[src/rtl/edit_mode_controller_pkg.sv]
`default_nettype none
// +--------------------------------------------------------------------------+
// | Module : edit_ctrl_pkg                                                   |
// | Desc   : Shared types, key indices and default timing for edit control.  |
// | Rev    : 1.0                                                             |
// +--------------------------------------------------------------------------+
package edit_ctrl_pkg;

    typedef enum logic [0:0] {
        ST_VIEW = 1'b0,
        ST_EDIT = 1'b1
    } state_t;

    localparam int K_MODE   = 0;
    localparam int K_SEL    = 1;
    localparam int K_UP     = 2;
    localparam int K_DOWN   = 3;
    localparam int NUM_KEYS = 4;

    localparam int c_DEF_DEBOUNCE_CYC  = 500_000;
    localparam int c_DEF_NUM_SCREENS   = 3;
    localparam int c_DEF_MAX_POS       = 7;
    localparam int c_DEF_IDLE_TIMEOUT  = 500_000_000;
    localparam int c_DEF_BLINK_HALF    = 12_500_000;
    localparam int c_DEF_REPEAT_DELAY  = 25_000_000;
    localparam int c_DEF_REPEAT_PERIOD = 5_000_000;

    // Counter width for a modulus n; never below one bit.
    function automatic int cnt_width(input int n);
        return (n > 1) ? $clog2(n) : 1;
    endfunction

endpackage
`default_nettype wire

[src/rtl/edit_mode_controller_if.sv]
`default_nettype none
// +--------------------------------------------------------------------------+
// | Module : edit_mode_controller_if                                         |
// | Desc   : Raw key inputs and edit/screen/strobe outputs of the sequencer. |
// | Rev    : 1.0                                                             |
// +--------------------------------------------------------------------------+
interface edit_mode_controller_if;
    logic       KeyModeN;
    logic       KeySelN;
    logic       KeyUpN;
    logic       KeyDownN;
    logic       EditMode;
    logic [2:0] EditPos;
    logic [1:0] screen;
    logic       KeyPlus;
    logic       KeyMinus;
    logic       BlinkOn;

    modport master (
        output KeyModeN, KeySelN, KeyUpN, KeyDownN,
        input  EditMode, EditPos, screen, KeyPlus, KeyMinus, BlinkOn
    );

    modport slave (
        input  KeyModeN, KeySelN, KeyUpN, KeyDownN,
        output EditMode, EditPos, screen, KeyPlus, KeyMinus, BlinkOn
    );
endinterface
`default_nettype wire

[src/rtl/edit_mode_controller_key_conditioner.sv]
`default_nettype none
// +--------------------------------------------------------------------------+
// | Module : key_conditioner                                                 |
// | Desc   : 2-flop sync, debounce and press-edge pulse for one active-low   |
// |          push-button.                                                    |
// | Rev    : 1.0                                                             |
// +--------------------------------------------------------------------------+
module key_conditioner
    import edit_ctrl_pkg::*;
#(
    parameter int DEBOUNCE_CYC = c_DEF_DEBOUNCE_CYC
) (
    input  wire logic clk,
    input  wire logic reset,
    input  wire logic i_key_n,
    output logic      o_pressed,
    output logic      o_press
);

    localparam int             c_CW       = cnt_width(DEBOUNCE_CYC);
    localparam logic [c_CW-1:0] c_CNT_LAST = c_CW'(DEBOUNCE_CYC - 1);

    logic [1:0]      r_sync;
    logic            r_state;   // accepted raw level, 1 = released
    logic [c_CW-1:0] r_cnt;
    logic            r_press;

    always_ff @(posedge clk) begin
        if (reset) begin
            r_sync  <= 2'b11;
            r_state <= 1'b1;
            r_cnt   <= '0;
            r_press <= 1'b0;
        end else begin
            r_sync  <= {r_sync[0], i_key_n};
            r_press <= 1'b0;
            // Any cycle agreeing with the accepted level restarts the count.
            if (r_sync[1] == r_state) begin
                r_cnt <= '0;
            end else if (r_cnt == c_CNT_LAST) begin
                r_state <= r_sync[1];
                r_cnt   <= '0;
                r_press <= ~r_sync[1];
            end else begin
                r_cnt <= r_cnt + 1'b1;
            end
        end
    end

    assign o_pressed = ~r_state;
    assign o_press   = r_press;

endmodule
`default_nettype wire

[src/rtl/edit_mode_controller.sv]
`default_nettype none
// +--------------------------------------------------------------------------+
// | Module : edit_mode_controller                                            |
// | Desc   : Button front-end: edit FSM, digit/screen rotation, idle timeout,|
// |          blink and +/- strobes. Optional auto-repeat: AUTO_REPEAT_EN.    |
// | Rev    : 1.0                                                             |
// +--------------------------------------------------------------------------+
module edit_mode_controller
    import edit_ctrl_pkg::*;
#(
    parameter int DEBOUNCE_CYC  = c_DEF_DEBOUNCE_CYC,
    parameter int NUM_SCREENS   = c_DEF_NUM_SCREENS,
    parameter int MAX_POS       = c_DEF_MAX_POS,
    parameter int IDLE_TIMEOUT  = c_DEF_IDLE_TIMEOUT,
    parameter int BLINK_HALF    = c_DEF_BLINK_HALF,
    parameter int REPEAT_DELAY  = c_DEF_REPEAT_DELAY,
    parameter int REPEAT_PERIOD = c_DEF_REPEAT_PERIOD
) (
    input  wire logic             clk,
    input  wire logic             reset,
    edit_mode_controller_if.slave bus
);

    localparam int              c_IW         = cnt_width(IDLE_TIMEOUT);
    localparam int              c_BW         = cnt_width(BLINK_HALF);
    localparam logic [c_IW-1:0] c_IDLE_LAST  = c_IW'(IDLE_TIMEOUT - 1);
    localparam logic [c_BW-1:0] c_BLINK_LAST = c_BW'(BLINK_HALF - 1);
    localparam logic [2:0]      c_POS_MAX    = 3'(MAX_POS);
    localparam logic [1:0]      c_SCR_LAST   = 2'(NUM_SCREENS - 1);

    logic [NUM_KEYS-1:0] w_key_n;
    logic [NUM_KEYS-1:0] w_level;
    logic [NUM_KEYS-1:0] w_press;

    assign w_key_n[K_MODE] = bus.KeyModeN;
    assign w_key_n[K_SEL]  = bus.KeySelN;
    assign w_key_n[K_UP]   = bus.KeyUpN;
    assign w_key_n[K_DOWN] = bus.KeyDownN;

    for (genvar gi = 0; gi < NUM_KEYS; gi++) begin : g_keys
        key_conditioner #(.DEBOUNCE_CYC(DEBOUNCE_CYC)) u_key (
            .clk       (clk),
            .reset     (reset),
            .i_key_n   (w_key_n[gi]),
            .o_pressed (w_level[gi]),
            .o_press   (w_press[gi])
        );
    end

    logic w_ev_mode, w_ev_sel, w_ev_up, w_ev_down, w_any;
    assign w_ev_mode = w_press[K_MODE];
    assign w_ev_sel  = w_press[K_SEL] & ~w_press[K_MODE];
    assign w_ev_up   = w_press[K_UP] & ~(w_press[K_MODE] | w_press[K_SEL]);
    assign w_ev_down = w_press[K_DOWN] & ~(w_press[K_MODE] | w_press[K_SEL] | w_press[K_UP]);
    assign w_any     = |w_press;

    state_t          r_state;
    logic [2:0]      r_pos;
    logic [1:0]      r_screen;
    logic            r_plus;
    logic            r_minus;
    logic            r_blink;
    logic [c_BW-1:0] r_blink_cnt;
    logic [c_IW-1:0] r_idle;
    logic            w_rep_plus;
    logic            w_rep_minus;

    always_ff @(posedge clk) begin
        if (reset) begin
            r_state     <= ST_VIEW;
            r_pos       <= c_POS_MAX;
            r_screen    <= 2'd0;
            r_plus      <= 1'b1;
            r_minus     <= 1'b1;
            r_blink     <= 1'b1;
            r_blink_cnt <= '0;
            r_idle      <= '0;
        end else begin
            r_plus  <= 1'b1;
            r_minus <= 1'b1;
            case (r_state)
                ST_VIEW: begin
                    r_blink     <= 1'b1;
                    r_blink_cnt <= '0;
                    r_idle      <= '0;
                    if (w_ev_mode) begin
                        r_state <= ST_EDIT;
                        r_pos   <= c_POS_MAX;
                    end else if (w_ev_sel) begin
                        r_screen <= (r_screen == c_SCR_LAST) ? 2'd0 : r_screen + 2'd1;
                    end
                end
                ST_EDIT: begin
                    if (w_any || w_rep_plus || w_rep_minus) r_idle <= '0;
                    else                                    r_idle <= r_idle + 1'b1;
                    if (r_blink_cnt == c_BLINK_LAST) begin
                        r_blink     <= ~r_blink;
                        r_blink_cnt <= '0;
                    end else begin
                        r_blink_cnt <= r_blink_cnt + 1'b1;
                    end
                    // Events outrank repeat strobes, which outrank the timeout.
                    if (w_ev_mode) begin
                        r_state <= ST_VIEW;
                        r_blink <= 1'b1;
                    end else if (w_ev_sel) begin
                        r_pos       <= (r_pos == 3'd0) ? c_POS_MAX : r_pos - 3'd1;
                        r_blink     <= 1'b1;
                        r_blink_cnt <= '0;
                    end else if (w_ev_up || w_rep_plus) begin
                        r_plus <= 1'b0;
                    end else if (w_ev_down || w_rep_minus) begin
                        r_minus <= 1'b0;
                    end else if (r_idle == c_IDLE_LAST) begin
                        r_state <= ST_VIEW;
                        r_blink <= 1'b1;
                    end
                end
                default: r_state <= ST_VIEW;
            endcase
        end
    end

`ifdef AUTO_REPEAT_EN
    localparam int              c_RW       = cnt_width((REPEAT_DELAY > REPEAT_PERIOD) ? REPEAT_DELAY : REPEAT_PERIOD);
    localparam logic [c_RW-1:0] c_DLY_LAST = c_RW'(REPEAT_DELAY - 1);
    localparam logic [c_RW-1:0] c_PER_LAST = c_RW'(REPEAT_PERIOD - 1);

    logic            r_rep_active;
    logic            r_rep_key;     // 0 = up, 1 = down
    logic            r_rep_period;
    logic [c_RW-1:0] r_rep_cnt;
    logic            w_rep_held;
    logic [c_RW-1:0] w_rep_last;
    logic            w_rep_due;
    logic            w_unused_lvl;

    assign w_rep_held   = r_rep_key ? w_level[K_DOWN] : w_level[K_UP];
    assign w_rep_last   = r_rep_period ? c_PER_LAST : c_DLY_LAST;
    assign w_rep_due    = r_rep_active & w_rep_held & (r_rep_cnt == w_rep_last)
                        & ~w_any & (r_state == ST_EDIT);
    assign w_rep_plus   = w_rep_due & ~r_rep_key;
    assign w_rep_minus  = w_rep_due & r_rep_key;
    assign w_unused_lvl = w_level[K_MODE] ^ w_level[K_SEL];

    always_ff @(posedge clk) begin
        if (reset) begin
            r_rep_active <= 1'b0;
            r_rep_key    <= 1'b0;
            r_rep_period <= 1'b0;
            r_rep_cnt    <= '0;
        end else if (r_state != ST_EDIT || w_ev_mode) begin
            r_rep_active <= 1'b0;
        end else if (w_ev_up || w_ev_down) begin
            r_rep_active <= 1'b1;
            r_rep_key    <= w_ev_down;
            r_rep_period <= 1'b0;
            r_rep_cnt    <= '0;
        end else if (!w_rep_held) begin
            r_rep_active <= 1'b0;
        end else if (r_rep_active) begin
            if (r_rep_cnt == w_rep_last) begin
                r_rep_cnt    <= '0;
                r_rep_period <= 1'b1;
            end else begin
                r_rep_cnt <= r_rep_cnt + 1'b1;
            end
        end
    end
`else
    logic w_unused_lvl;
    assign w_rep_plus   = 1'b0;
    assign w_rep_minus  = 1'b0;
    assign w_unused_lvl = ^{w_level, 32'(REPEAT_DELAY), 32'(REPEAT_PERIOD)};
`endif

    assign bus.EditMode = (r_state == ST_EDIT);
    assign bus.EditPos  = r_pos;
    assign bus.screen   = r_screen;
    assign bus.KeyPlus  = r_plus;
    assign bus.KeyMinus = r_minus;
    assign bus.BlinkOn  = r_blink;

endmodule
`default_nettype wire
[src/flat_wrapper.sv]
// flat-port wrapper written by rule: the top's interface ports become plain ports
module edit_mode_controller_flat import edit_ctrl_pkg::*;
#(
    parameter int DEBOUNCE_CYC  = c_DEF_DEBOUNCE_CYC,
    parameter int NUM_SCREENS   = c_DEF_NUM_SCREENS,
    parameter int MAX_POS       = c_DEF_MAX_POS,
    parameter int IDLE_TIMEOUT  = c_DEF_IDLE_TIMEOUT,
    parameter int BLINK_HALF    = c_DEF_BLINK_HALF,
    parameter int REPEAT_DELAY  = c_DEF_REPEAT_DELAY,
    parameter int REPEAT_PERIOD = c_DEF_REPEAT_PERIOD
)
  (clk, reset, bus_KeyModeN, bus_KeySelN, bus_KeyUpN, bus_KeyDownN, bus_EditMode, bus_EditPos, bus_screen, bus_KeyPlus, bus_KeyMinus, bus_BlinkOn);
  edit_mode_controller_if bus_i ();
  input  wire logic clk;
  input  wire logic reset;
  input wire logic [$bits(bus_i.KeyModeN)-1:0] bus_KeyModeN;
  input wire logic [$bits(bus_i.KeySelN)-1:0] bus_KeySelN;
  input wire logic [$bits(bus_i.KeyUpN)-1:0] bus_KeyUpN;
  input wire logic [$bits(bus_i.KeyDownN)-1:0] bus_KeyDownN;
  output wire logic [$bits(bus_i.EditMode)-1:0] bus_EditMode;
  output wire logic [$bits(bus_i.EditPos)-1:0] bus_EditPos;
  output wire logic [$bits(bus_i.screen)-1:0] bus_screen;
  output wire logic [$bits(bus_i.KeyPlus)-1:0] bus_KeyPlus;
  output wire logic [$bits(bus_i.KeyMinus)-1:0] bus_KeyMinus;
  output wire logic [$bits(bus_i.BlinkOn)-1:0] bus_BlinkOn;
  assign bus_i.KeyModeN = bus_KeyModeN;
  assign bus_i.KeySelN = bus_KeySelN;
  assign bus_i.KeyUpN = bus_KeyUpN;
  assign bus_i.KeyDownN = bus_KeyDownN;
  assign bus_EditMode = bus_i.EditMode;
  assign bus_EditPos = bus_i.EditPos;
  assign bus_screen = bus_i.screen;
  assign bus_KeyPlus = bus_i.KeyPlus;
  assign bus_KeyMinus = bus_i.KeyMinus;
  assign bus_BlinkOn = bus_i.BlinkOn;
  edit_mode_controller #(.DEBOUNCE_CYC(DEBOUNCE_CYC), .NUM_SCREENS(NUM_SCREENS), .MAX_POS(MAX_POS), .IDLE_TIMEOUT(IDLE_TIMEOUT), .BLINK_HALF(BLINK_HALF), .REPEAT_DELAY(REPEAT_DELAY), .REPEAT_PERIOD(REPEAT_PERIOD)) u_core (.clk(clk), .reset(reset), .bus(bus_i));
endmodule
[config.mk]
export PLATFORM = sky130hd
export DESIGN_NAME = edit_mode_controller_flat
export DESIGN_NICKNAME = d
export VERILOG_FILES = /design/src/rtl/edit_mode_controller_pkg.sv /design/src/rtl/edit_mode_controller_if.sv /design/src/rtl/edit_mode_controller_key_conditioner.sv /design/src/rtl/edit_mode_controller.sv /design/src/flat_wrapper.sv
export SDC_FILE = /design/constraint.sdc
export NUM_CORES = 1
export LEC_CHECK = 0
export ABC_AREA = 1
export ABC_CLOCK_PERIOD_IN_PS = 2300
export BUFFER_PORTS_ARGS = -buffer_cell sky130_fd_sc_hd__buf_2
export CAP_MARGIN = 10
export CORE_ASPECT_RATIO = 0.9
export CORE_MARGIN = 3
export CORE_UTILIZATION = 63
export CTS_CLUSTER_SIZE = 14
export DETAILED_ROUTE_END_ITERATION = 10
export GPL_TIMING_DRIVEN = 1
export PLACE_DENSITY = 0.83
export SETUP_SLACK_MARGIN = 0.5
export SLEW_MARGIN = 25
export SYNTH_ARGS = -nofsm -noshare
export SYNTH_HDL_FRONTEND = slang
export SYNTH_SLANG_ARGS = --single-unit
[constraint.sdc]
create_clock -name clk -period 2.3 [get_ports clk]
set_clock_uncertainty 0.15 [all_clocks]
set_input_delay 0.46 -clock clk [delete_from_list [all_inputs] [get_ports clk]]
set_output_delay 0.46 -clock clk [all_outputs]
set_load 0.02 [all_outputs]
==> reports/results.txt, run 1 <==
Mapped Area -> 7750 sq um
PD cells -> 654 nW/um^2
Cells after Synth -> 1130
Placer Congestion -> 0.938
area of the core -> 11700 sq um
Hold Violations, Final -> 0
WHS Path Cells -> 2
IO Pins -> 15
Critical Path Fanout Max -> 6
initial core utilization -> 66.2%
GRT busiest layer -> met2
CTS tree -> yes
largest net degree at the start of global routing -> 20
HPWL Detailed -> 11000 microns
wire length of the first global-routing pass -> 27900 microns
IO buf count -> 14
Worst Hold End -> u_core.g_keys[0].u_key.r_sync[0]$_SDFF_PP1_
clk slew on worst S/H paths -> 0.06 ns
die area -> 13700 sq um
Synth area leaders -> dfxtp_1 40%, nand2_1 12%, nor2_1 11%, inv_1 7.0%, nand3_1 4.6%
Cell Rows -> 37
GR Util met3 -> 4.44%
CP Depth -> 1
diode count -> 0
Netlist cell types -> 37
hold path start -> bus_KeyModeN
drt first pass iters -> 5
GR Layer Usage met1 -> 31.4%
share of layout cells above drive strength 1 -> 11.6%
unrepaired setup endpoints after global routing -> yes
worst hold path type -> in -> reg
GR Overflow Total -> 0
worst-case clock buffer depth -> 2
dominant cell type by area after synthesis -> dfxtp_1
Post-CTS Hold Fix Bufs -> 0
area grow syn2layout -> 13.3%
root buf cell -> clkbuf_16
max-slew violation count -> 0
Rel. slew slack -> 70.1%
Die W -> 123 microns
CP Launch Type -> flip-flop
period utilization -> 74.8%
Yosys reg bits -> 154
CTS Buf Count -> 17
status -> finished, final reports clean
total track usage -> 24.6%
CP Cell Sequence -> buf_2
GRT met2 Usage -> 40.3%
via count -> 6947
max_cap viols -> 0
DRC Markers -> 0
syn nets -> 1144
Sum Neg Setup Slack -> 0 ns
vias per cell -> 5.22
vias in the first global route -> 6523
Core Util, Final -> 75.0%
Crit path max-delay family -> flip-flops
initial antenna violation count -> 0
WP buf/inv -> 1
WP data arrival -> 1.11 ns
Worst Reg-to-Reg Cells -> 7
Initial DRC Count -> 546
pin slew with the least headroom to its limit -> 0.446 ns
Avg Cell Area, Syn -> 6.86 sq um
Worst R2R Setup Slack -> 0.58 ns
crit path time final -> 1.72 ns
H-tree Lvls -> 4
Worst Path Required -> 1.69 ns
Peak VDD IR -> 0.532 mV
crit path kind -> reg -> out
Placed Instances -> 1292
drt total wl -> 16300 microns
slowest cell on the critical path -> dfxtp_1
reg2reg start -> u_core.g_keys[2].u_key.r_cnt[0]$_SDFF_PP0_
final setup vio count -> 0
sequential area share after synthesis -> 39.8%
Routed WL per cell -> 12.2 microns
die height -> 111 microns
CP Capture Type -> output port
NumNets Final -> 1178
Lkg Pwr -> 3.09 nW
largest stage delay on the critical path -> 0.45 ns
Final ANT Viol Nets -> 0
Non-Filler Instances -> 1332
TritonCTS Sinks -> 154
f_max -> 0.581 GHz
Synth top area share -> 39.8%
reg-to-reg endpoint -> u_core.g_keys[2].u_key.r_cnt[9]$_SDFF_PP0_
Yosys warnings -> 0
Skew-Pair Late Insertion Delay -> 0.43 ns
==> registers in the layout, indices dropped and copies added, names as in the netlist <==
name,cells
u_core.g_keys.u_key.r_cnt,76
u_core.r_idle,29
u_core.r_blink_cnt,24
u_core.g_keys.u_key.r_sync,8
u_core.g_keys.u_key.o_press,4
u_core.g_keys.u_key.r_state,4
u_core.bus.EditPos,3
u_core.bus.screen,2
u_core.bus.BlinkOn,1
u_core.bus.EditMode,1
u_core.bus.KeyMinus,1
u_core.bus.KeyPlus,1
==> routing by layer <==
metal  wire [microns]  up-vias  part of all wire (%)
met4              410        0                   2.5
met5                0        -                     0
met2             7670      190                    47
met1             7520     3075                    46
li1                 -     3638                     -
met3              663       44                   4.1
==> worst max path at each step <==
stage | start | endpoint
floorplan | u_core.g_keys[1].u_key.r_cnt[0]$_SDFF_PP0_ | u_core.g_keys[1].u_key.r_cnt[0]$_SDFF_PP0_
global placement | u_core.g_keys[0].u_key.r_cnt[0]$_SDFF_PP0_ | u_core.g_keys[0].u_key.r_cnt[15]$_SDFF_PP0_
finish | u_core.bus.EditMode$_SDFF_PP0_ | bus_EditMode
global route | u_core.g_keys[1].u_key.r_cnt[0]$_SDFF_PP0_ | u_core.g_keys[1].u_key.r_cnt[15]$_SDFF_PP0_
detailed placement | u_core.g_keys[2].u_key.r_cnt[0]$_SDFF_PP0_ | u_core.g_keys[2].u_key.r_cnt[17]$_SDFF_PP0_
CTS | u_core.g_keys[1].u_key.r_cnt[0]$_SDFF_PP0_ | u_core.g_keys[1].u_key.r_cnt[15]$_SDFF_PP0_
==> area by class of cell <==
type / count / area, sq um
Multi-Input combinational cell: 817 / 4120
Clock buffer: 22 / 484
Timing Repair Buffer: 24 / 178
Tap cell: 156 / 195
Sequential cell: 154 / 3090
Fill cell: 893 / 2920
Inverter: 150 / 563
Clock inverter: 9 / 160
==> cells in the mapped netlist (all sizes together) <==
master	number
and2	1
nor3	42
nand3	80
xnor2	12
xor2	35
nand4	36
dfxtp	154
buf	9
a21oi	41
a31oi	3
o21a	1
clkbuf	1
a211oi	4
nand2	268
o31ai	1
nor3b	1
nand3b	7
o21bai	2
ha	8
nor2	242
or2	11
o21ai	21
inv	150
==> power by group <==
part	total, mW	switching (mW)	internal (mW)
Clock	3.02	1.08	1.93
Sequential	2.68	0.00559	2.68
Combinational	0.0440	0.0253	0.0187
Total	5.74	1.11	4.63
==> cells in the final DEF (no fill, tap or decap), types with 3 or more instances in the layout <==
master	instances
nand4_1	36
buf_2	14
xnor2_1	12
a31oi_1	3
clkbuf_16	17
clkbuf_8	4
nand2_1	252
inv_2	5
dfxtp_2	4
nand3b_1	7
nand3_2	6
ha_2	3
nor3_2	5
o21ai_0	18
o21ai_1	3
nor2_4	10
or2_2	10
nor2_2	15
nor3_1	36
nand2_2	14
ha_1	4
a211oi_1	4
nor2_1	216
dfxtp_1	150
xor2_1	35
a21oi_1	41
inv_1	145
buf_4	7
bufinv_16	4
nand3_1	71
nand3_4	3
==> kinds of logic after synthesis <==
| logic type | synth area share [%] |
|---|---|
| compound gates | 5.16 |
| buf+inv | 8.13 |
| flops | 39.8 |
| xor+xnor | 5.31 |
| simple gates | 40.4 |
| fa+ha+maj | 1.29 |
==> repair_timing <==
action | 4_1_cts | 5_1_grt
endpoints found under the setup margin | 25 | 72
pin swaps | 0 | 7
buffers inserted | 1 | 7
gates cloned | 0 | 1
resized for setup | 5 | 17
endpoints found under the hold margin | 0 | 0
==> through the flow <==
step / area [sq um] / total power [mW] / hold WS (ns) / worst slack, ns
final: 8790 / 5.74 / 0.0632 / 0.580
after global routing: 8790 / 5.89 / 0.0601 / 0.425
after CTS: 8640 / 5.77 / 0.0509 / 0.506
after detailed placement: 7970 / 2.78 / 0.242 / 0.440
after global placement: 7970 / 2.77 / 0.242 / 0.498
after floorplan: 7750 / 2.77 / 0.215 / 0.659
Power figures use the tool's default switching activity.
==> run 2: changes to the inputs <==
ABC_CLOCK_PERIOD_IN_PS = 1500   (was 2300)
CORE_UTILIZATION = 57   (was 63)
PLACE_DENSITY = 0.79   (was 0.83)
clock period = 1.5 ns   (was 2.3 ns; I/O delays follow)
==> run 2 against run 1 <==
  * The flow now finishes with violations (design-rule violations, negative hold slack, negative setup slack)
  * Register-to-register slack got worse by 0.88 ns
  * Flip-flop and latch count unchanged
  * Die area increased by 10%
  * Setup slack got worse by 0.88 ns
  * Largest power group unchanged
==> reports/results.txt, run 2 (synthesis results as in run 1) <==
status -> finished, violations left (was finished, final reports clean)
violated checks -> design-rule violations, negative hold slack, negative setup slack
CP Capture Type -> flip-flop (was output port)
total track usage -> 29.8% (was 24.6%)
f_max -> 0.554 GHz
Skew-Pair Late Insertion Delay -> 0.45 ns (was 0.43 ns)
WP buf/inv -> 1 (unchanged)
CP Launch Type -> flip-flop (unchanged)
Final ANT Viol Nets -> 0 (unchanged)
CP Cell Sequence -> nand2_1 > nor2_1 > nand2_1 > nor2_1 > nand3_2 > nand2_1 > inv_1 > nor2_1 (was buf_2)
most common cell after layout, fill and taps aside -> nand2_1 (unchanged)
Hold Violations, Final -> 4 (was 0)
DRC Markers -> 7 (was 0)
share of layout cells above drive strength 1 -> 50.6% (was 11.6%)
Finished Cell Area -> 11900 sq um (was 8790 sq um)
max-slew violation count -> 0 (unchanged)
NumNets Final -> 1335 (was 1178)
Placed Instances -> 1369 (was 1292)
slowest cell on the critical path -> dfxtp_1 (unchanged)
Die W -> 129 microns (was 123 microns)
Routed WL per cell -> 23.3 microns (was 12.2 microns)
Peak VDD IR -> 1.00 mV (was 0.532 mV)
Crit path max-delay family -> simple AND/OR/NAND/NOR gates (was flip-flops)
drt total wl -> 34900 microns (was 16300 microns)
Non-Filler Instances -> 1497 (was 1332)
final setup margin -> -0.305 ns (was 0.580 ns)
crit path time final -> 1.81 ns
area of the core -> 13000 sq um (was 11700 sq um)
die area -> 15000 sq um (was 13700 sq um)
worst hold path type -> in -> reg (unchanged)
CTS Buf Count -> 17 (unchanged)
clk slew on worst S/H paths -> 0.07 ns (was 0.06 ns)
diode count -> 0 (unchanged)
via count -> 9897 (was 6947)
Rel. slew slack -> 55.1% (was 70.1%)
IO Pins -> 15 (unchanged)
HPWL Detailed -> 12700 microns (was 11000 microns)
initial antenna violation count -> 0 (unchanged)
final setup vio count -> 123 (was 0)
PD cells -> 727 nW/um^2 (was 654 nW/um^2)
Lkg Pwr -> 4.41 nW (was 3.09 nW)
initial core utilization -> 59.7% (was 66.2%)
largest stage delay on the critical path -> 0.41 ns (was 0.45 ns)
Worst R2R Setup Slack -> -0.31 ns (was 0.58 ns)
max FFs per register -> 76 (unchanged)
hold slack -> -0.115 ns (was 0.0632 ns)
area grow syn2layout -> 54.0% (was 13.3%)
vias per cell -> 6.61 (was 5.22)
IO buf count -> 14 (unchanged)
worst-case clock buffer depth -> 2 (unchanged)
pin slew with the least headroom to its limit -> 0.674 ns (was 0.446 ns)
Post-DP Area -> 8910 sq um (was 7970 sq um)
CTS tree -> yes (unchanged)
max_cap viols -> 0 (unchanged)
Cell Rows -> 39 (was 37)
vias in the first global route -> 7760 (was 6523)
Initial DRC Count -> 1637 (was 546)
Placer Congestion -> 0.943 (was 0.938)
top flop regs -> u_core.g_keys.u_key.r_cnt (76), u_core.r_idle (29), u_core.r_blink_cnt (24) (unchanged)
root buf cell -> clkbuf_16 (unchanged)
GR Overflow Total -> 0 (unchanged)
H-tree Lvls -> 4 (unchanged)
die height -> 117 microns (was 111 microns)
TritonCTS Sinks -> 154 (unchanged)
Critical Path Fanout Max -> 3 (was 6)
pre-CTS WS -> -0.0515 ns (was 0.440 ns)
largest net degree at the start of global routing -> 17 (was 20)
Worst Path Required -> 1.71 ns (was 1.69 ns)
unrepaired setup endpoints after global routing -> yes (unchanged)
largest reg by FF count -> u_core.g_keys.u_key.r_cnt (unchanged)
commonest non-fill, non-tap cells in the layout -> 201 x nand2_1, 116 x buf_4, 115 x nor2_1 (was 252 x nand2_1, 216 x nor2_1, 150 x dfxtp_1)
drt first pass iters -> 11 (was 5)
period utilization -> 120%
wire length of the first global-routing pass -> 36300 microns (was 27900 microns)
crit path kind -> reg -> reg (was reg -> out)
WP data arrival -> 2.02 ns (was 1.11 ns)
-- run 2: repair_timing --
item                                    CTS  global route
endpoints found under the hold margin     4             4
endpoints found under the setup margin  155           155
cloned                                    4             3
setup buffers                            45            45
pin swaps                                78            82
gates resized for setup                 220           290
-- run 2: layout make-up --
cell class / count / area, sq um
clock inverters: 10 / 115
flip-flops and latches: 154 / 3300
repair buffers: 178 / 1630
well taps: 164 / 205
multi-input cells: 819 / 5560
fillers: 421 / 1040
repair inverters: 1 / 16.3
clock buffers: 21 / 482
inverters: 150 / 626
-- run 2: path summary, 6_finish.rpt --
path                                                      end  depth (start not counted)                                   startpoint
hold reg to reg   u_core.g_keys[0].u_key.r_sync[1]$_SDFF_PP1_                          1  u_core.g_keys[0].u_key.r_sync[0]$_SDFF_PP1_
setup reg to reg                 u_core.r_idle[25]$_SDFF_PP0_                          8                 u_core.r_idle[17]$_SDFF_PP0_
hold / removal    u_core.g_keys[1].u_key.r_sync[0]$_SDFF_PP1_                          2                                  bus_KeySelN
setup / recovery                 u_core.r_idle[25]$_SDFF_PP0_                          8                 u_core.r_idle[17]$_SDFF_PP0_
-- run 2: worst register-to-register path, stage by stage, from the launching register on --
cell     delay, ns
dfxtp_1       0.41
nand2_1       0.13
nor2_1        0.23
nand2_1       0.14
nor2_1        0.22
nand3_2       0.14
nand2_1       0.10
inv_1         0.06
nor2_1        0.16
-- run 2: report_power, final --
group          switching (mW)  internal, mW  total (mW)
Combinational          0.0838        0.0626       0.146
Sequential             0.0148          4.04        4.05
Clock                    1.85          2.63        4.48
-- run 2: stage by stage --
| stage | TNS [ns] | hold WS, ns | total power, mW | utilization (%) |
|---|---|---|---|---|
| finish | -14.14 | -0.115 | 8.68 | 92.0 |
| floorplan | 0 | 0.215 | 4.24 | - |
| CTS | 0 | -0.109 | 8.56 | 81.6 |
| detailed placement | -0.137 | 0.220 | 4.28 | 68.6 |
| global route | -17.49 | -0.0986 | 8.83 | 92.0 |
| global placement | 0 | 0.226 | 4.27 | 68.6 |
-- run 2: routing by layer --
layer,GRT usage [%],vias to the layer above,wire length [microns]
met3,5.40,417,4280
met4,11.1,0,3490
met1,36.4,4447,11500
met5,0,-,0
li1,-,3977,-
met2,52.6,1056,15600
